### src/rtl/rst_seq_ctrl.sv
// Staggered reset sequencer: one POR in, NumDomains synchronously released domain resets out.
// Optional build macro RST_SEQ_CAUSE_EN adds a registered reset-cause output.

module rst_seq_dom (
  input  logic clk_i,
  input  logic rst_ni,
  input  logic set_i,
  input  logic clr_i,
  input  logic scan_en_i,
  input  logic scan_rst_ni,
  output logic rst_no
);
  logic rel_q;

  // Clear has priority so a SW request always re-asserts the domain.
  always_ff @(posedge clk_i or negedge rst_ni) begin
    if (!rst_ni)    rel_q <= 1'b0;
    else if (clr_i) rel_q <= 1'b0;
    else if (set_i) rel_q <= 1'b1;
  end

  assign rst_no = scan_en_i ? scan_rst_ni : rel_q;
endmodule

module rst_seq_ctrl #(
  parameter int NumDomains    = 4,
  parameter int HoldCycles    = 8,
  parameter int StaggerCycles = 2
) (
  input  logic                  clk_i,
  input  logic                  rst_ni,
  input  logic [3:0]            scanmode_i,
  input  logic                  scan_rst_ni,
  input  logic                  sw_rst_req_i,
  output logic                  sw_rst_ack_o,
  output logic [NumDomains-1:0] rst_domain_no,
  output logic                  seq_done_o,
  output logic [1:0]            state_o
`ifdef RST_SEQ_CAUSE_EN
  ,
  output logic [1:0]            cause_o
`endif
);
  localparam int MaxCyc = (HoldCycles > StaggerCycles) ? HoldCycles : StaggerCycles;
  localparam int CntW   = $clog2(MaxCyc + 1);
  localparam int IdxW   = $clog2(NumDomains + 1);
  localparam logic [3:0] LcTxOn = 4'b0101;

  typedef enum logic [1:0] {
    StHold    = 2'd0,
    StRelease = 2'd1,
    StDone    = 2'd2
  } state_e;

  state_e            state_q;
  logic [CntW-1:0]   cnt_q;
  logic [IdxW-1:0]   idx_q;
  logic              req_q;
  logic              seq_done_q;
  logic              ack_q;
  logic              sw_seq_q;
  logic              hold_fire;
  logic              rel_fire;
  logic              all_rel;
  logic              sw_edge;
  logic              dom_clr;
  logic              scan_en;
  logic [NumDomains-1:0] dom_set;

  assign sw_edge   = sw_rst_req_i & ~req_q;
  assign all_rel   = (idx_q == IdxW'(NumDomains));
  assign hold_fire = (state_q == StHold) && (idx_q == '0) && (cnt_q == CntW'(HoldCycles - 1));
  assign rel_fire  = (state_q == StRelease) && !all_rel && (cnt_q == CntW'(StaggerCycles - 1));
  assign dom_clr   = (state_q == StDone) && sw_edge;
  assign scan_en   = (scanmode_i == LcTxOn);

  always_ff @(posedge clk_i or negedge rst_ni) begin
    if (!rst_ni) begin
      state_q    <= StHold;
      cnt_q      <= '0;
      idx_q      <= '0;
      req_q      <= 1'b0;
      seq_done_q <= 1'b0;
      ack_q      <= 1'b0;
      sw_seq_q   <= 1'b0;
    end else begin
      req_q <= sw_rst_req_i;
      ack_q <= 1'b0;
      unique case (state_q)
        StHold: begin
          // A single domain is released from HOLD; DONE follows one edge later.
          if (all_rel) begin
            state_q    <= StDone;
            cnt_q      <= '0;
            seq_done_q <= 1'b1;
            ack_q      <= sw_seq_q;
          end else if (hold_fire) begin
            idx_q   <= IdxW'(1);
            cnt_q   <= '0;
            state_q <= (NumDomains > 1) ? StRelease : StHold;
          end else begin
            cnt_q <= cnt_q + CntW'(1);
          end
        end
        StRelease: begin
          if (all_rel) begin
            state_q    <= StDone;
            cnt_q      <= '0;
            seq_done_q <= 1'b1;
            ack_q      <= sw_seq_q;
          end else if (rel_fire) begin
            idx_q <= idx_q + IdxW'(1);
            cnt_q <= '0;
          end else begin
            cnt_q <= cnt_q + CntW'(1);
          end
        end
        StDone: begin
          if (sw_edge) begin
            state_q    <= StHold;
            cnt_q      <= '0;
            idx_q      <= '0;
            seq_done_q <= 1'b0;
            sw_seq_q   <= 1'b1;
          end
        end
        default: state_q <= StHold;
      endcase
    end
  end

`ifdef RST_SEQ_CAUSE_EN
  logic [1:0] cause_q;
  always_ff @(posedge clk_i or negedge rst_ni) begin
    if (!rst_ni)      cause_q <= 2'b01;
    else if (dom_clr) cause_q <= 2'b10;
  end
  assign cause_o = cause_q;
`endif

  for (genvar k = 0; k < NumDomains; k++) begin : g_dom
    assign dom_set[k] = ((k == 0) && hold_fire) || (rel_fire && (idx_q == IdxW'(k)));
    rst_seq_dom u_dom (
      .clk_i       (clk_i),
      .rst_ni      (rst_ni),
      .set_i       (dom_set[k]),
      .clr_i       (dom_clr),
      .scan_en_i   (scan_en),
      .scan_rst_ni (scan_rst_ni),
      .rst_no      (rst_domain_no[k])
    );
  end

  assign seq_done_o   = seq_done_q;
  assign sw_rst_ack_o = ack_q;
  assign state_o      = state_q;
endmodule

### config.mk
export PLATFORM = sky130hd
export DESIGN_NAME = rst_seq_ctrl
export DESIGN_NICKNAME = d
export VERILOG_FILES = /design/src/rtl/rst_seq_ctrl.sv
export SDC_FILE = /design/constraint.sdc
export NUM_CORES = 1
export LEC_CHECK = 0
export ABC_AREA = 1
export BUFFER_PORTS_ARGS = -buffer_cell sky130_fd_sc_hd__buf_2
export CAP_MARGIN = 20
export CORE_MARGIN = 4
export CORE_UTILIZATION = 55
export DETAILED_ROUTE_END_ITERATION = 7
export PLACE_DENSITY_LB_ADDON = 0.12
export SLEW_MARGIN = 20
export SYNTH_ARGS = -nofsm -noshare
export SYNTH_HDL_FRONTEND = slang
export SYNTH_SLANG_ARGS = --single-unit
### constraint.sdc
create_clock -name clk_i -period 4.61 [get_ports clk_i]
set_clock_uncertainty 0.2 [all_clocks]
set_input_delay 0.922 -clock clk_i [delete_from_list [all_inputs] [get_ports clk_i]]
set_output_delay 0.922 -clock clk_i [all_outputs]
set_load 0.05 [all_outputs]
==> out/results.ini <==
[run_status]
status=finished clean

[cells_and_area]
diodes=0
drive_gt1_share_pct=15.5
layout.nets=180
area_growth_pct=9.50
fill_cells=165

[yosys]
synth_area_leaders=dfrtp_1 39%, nand2_1 13%, ha_1 11%
synthDistinctLibCells=20
ys_async_sr_fraction_pct=100
synth_fp_nets=164
mappedNetlistArea_um2=1090
synth_ff_type=dfrtp_1
avgSynthCellArea_um2=7.49
synthCells=146
yosysTopAreaCell=dfrtp_1
yosys_warnings=0
synth_edf_count=0
synth.most_common_cell=nand2_1
synthTopCellsByCount=39 x nand2_1, 30 x inv_1, 17 x dfrtp_1
yosys_register_bits=17
ys_seq_area_share_pct=38.9
synth_top_area_share_pct=38.9

[worst_setup_path]
r2r-end=idx_q[2]
crit_slowest_cell=nor3_1
cp.required_ns=3.49
regToRegSetupSlack_ns=2.73
cp.arrival_ns=1.94
crit_start=scanmode_i[1]
crit_fanout=5
startpoint_type=input port
worstRegToRegCells=9
endpoint=rst_domain_no[2]
criticalPathCategory=input port to primary output
cp-end-kind=primary output
crit_buf_inv=2
critical-path-max-stage-delay_ns=0.36
r2r-start=idx_q[0]
cp_top_family=simple AND/OR/NAND/NOR gates
crit_chain=buf_2 -> nor3_1 -> nand2_1 -> o21ai_0 -> buf_2
crit_cells=5
critPathMostFrequentCell=buf_2

[placed_design]
place.gp.congestion=0.801
post-place-ws_ns=1.54
hpwl_um=1600
io_buffers=15

[clock_network]
clk_pin_slew_ns=0.11
clock_sinks=17
holdBufCountCts=0
cts_made_buffers=3
post-cts-setup-buffer-count=0
cts_root_buffer=clkbuf_4
clockBufferDepth=2
worstSkewPairLatency_ns=0.30
cts_tree=done
cts_htree_levels=1
cts_resized=0

[timing]
relSlewSlack_pct=73.4
totalNegativeSetupSlack_ns=0
fin_worst_hold_slack_ns=0.266
worst_slew_pin_slew_ns=0.396
finalMaxSlewViolations=0
min_period_over_period_pct=66.5
finalSetupViolCount=0
rsz0062_at_grt=false
max_freq_ghz=0.326
min_period_ns=3.07
setup_ws_ns=1.54
finalHoldViolations=0

[die]
core_um2=1800
fp.dieW_um=52.6
initial_core_util_pct=60.7
pin_count=16
die_h_um=52.6
fp-row-count=15
die_area_um2=2770

[global_routing]
grt_pass1_wl_um=3290
gr-total-overflow=0
grt_antenna_before_repair=0
track_usage_pct=16.7
grt_max_degree=18
grt_pass1_vias=813

[routing]
drc_errors=0
drt-total-wl_um=2010
dr_total_vias=912
antenna_left=0
drtIter0Drc=20
via_per_inst=4.90
dr.pass1.iters=4
routedWlPerCell_um=10.8

[power_and_ir_drop]
power_density_nw_per_um2=681
leakagePower_uw=0.000700
peakVddDrop_v=0.000392

[run]
maxCapViolCount=0

[worst_hold_path]
hp-class=register to register

==> logic make-up after synthesis <==
kind of cell	Yosys count	synth area share, %
buffers and inverters	35	13.4
AND/OR/NAND/NOR	66	26.1
adder cells (fa/ha/maj)	10	11.4
AO/OA/AOI/OAI	18	10.2
flip-flops	17	38.9
==> area by class of cell <==
type | instances | area (um2) | share of cell area (%)
multi-input cells | 94 | 522 | 43.6
clock inverters | 1 | 5.00 | 0.418
inverters | 31 | 116 | 9.72
flip-flops and latches | 17 | 425 | 35.5
clock buffers | 3 | 22.5 | 1.88
well taps | 25 | 31.3 | 2.61
repair buffers | 15 | 75.1 | 6.27
==> metrics by stage <==
| stage | instance area (um2) | cells | power (uW) | utilization, % |
|---|---|---|---|---|
| floorplan | 1090 | 146 | 654 | - |
| global placement | 1170 | 182 | 723 | 64.9 |
| detailed placement | 1170 | 182 | 738 | 64.9 |
| CTS | 1200 | 186 | 817 | 66.5 |
| global route | 1200 | 186 | 888 | 66.5 |
| finish | 1200 | 186 | 815 | 66.5 |
==> worst min-delay path by stage <==
stage,from,end,slack [ns],cells after the start
floorplan,sw_seq_q,sw_seq_q,0.22,2
global placement,sw_seq_q,sw_seq_q,0.24,2
detailed placement,sw_seq_q,sw_seq_q,0.24,2
CTS,sw_seq_q,sw_seq_q,0.26,2
global route,sw_seq_q,sw_seq_q,0.30,2
finish,sw_seq_q,sw_seq_q,0.27,2
==> flip-flops by register name (all words and copies together), names as in the netlist <==
signal             cells
sw_rst_ack_o           1
state_o                2
sw_seq_q               1
g_dom.u_dom.rel_q      4
idx_q                  3
seq_done_o             1
cnt_q                  4
req_q                  1
==> placed cells by master (no fill, tap or decap) <==
cell / n
o21ai_0: 10
nand3_2: 1
nand2_2: 1
nor2_2: 1
nor3_1: 3
ha_1: 10
dfrtp_1: 17
nand3_1: 7
clkbuf_4: 3
o21ai_4: 1
a21oi_1: 4
o211ai_1: 1
inv_1: 30
nand4_1: 4
buf_2: 15
o21bai_2: 1
a31oi_1: 1
nand3b_1: 1
nor2_1: 9
clkinv_2: 1
inv_2: 1
nand2_1: 39
==> where the power goes <==
group          internal (uW)  total, uW  switching [uW]  leakage [uW]
clock network           32.4       82.1            49.7     0.0000177
logic                    150        495             345      0.000468
registers                202        239            36.7      0.000214
==> metal layers <==
layer | wire length (um) | vias up | track usage [%]
met5 | 0 | - | 0
met4 | 35 | 0 | 7.66
met3 | 100 | 4 | 3.70
met2 | 955 | 17 | 30.0
met1 | 917 | 410 | 18.3
li1 | - | 481 | -
==> tightest hold or removal path, cell delays in order, from the launching register on <==
cell     delay, ns
dfrtp_1       0.34
inv_1         0.05
nand2_1       0.06
No activity file was read; power rests on OpenSTA's default activity.
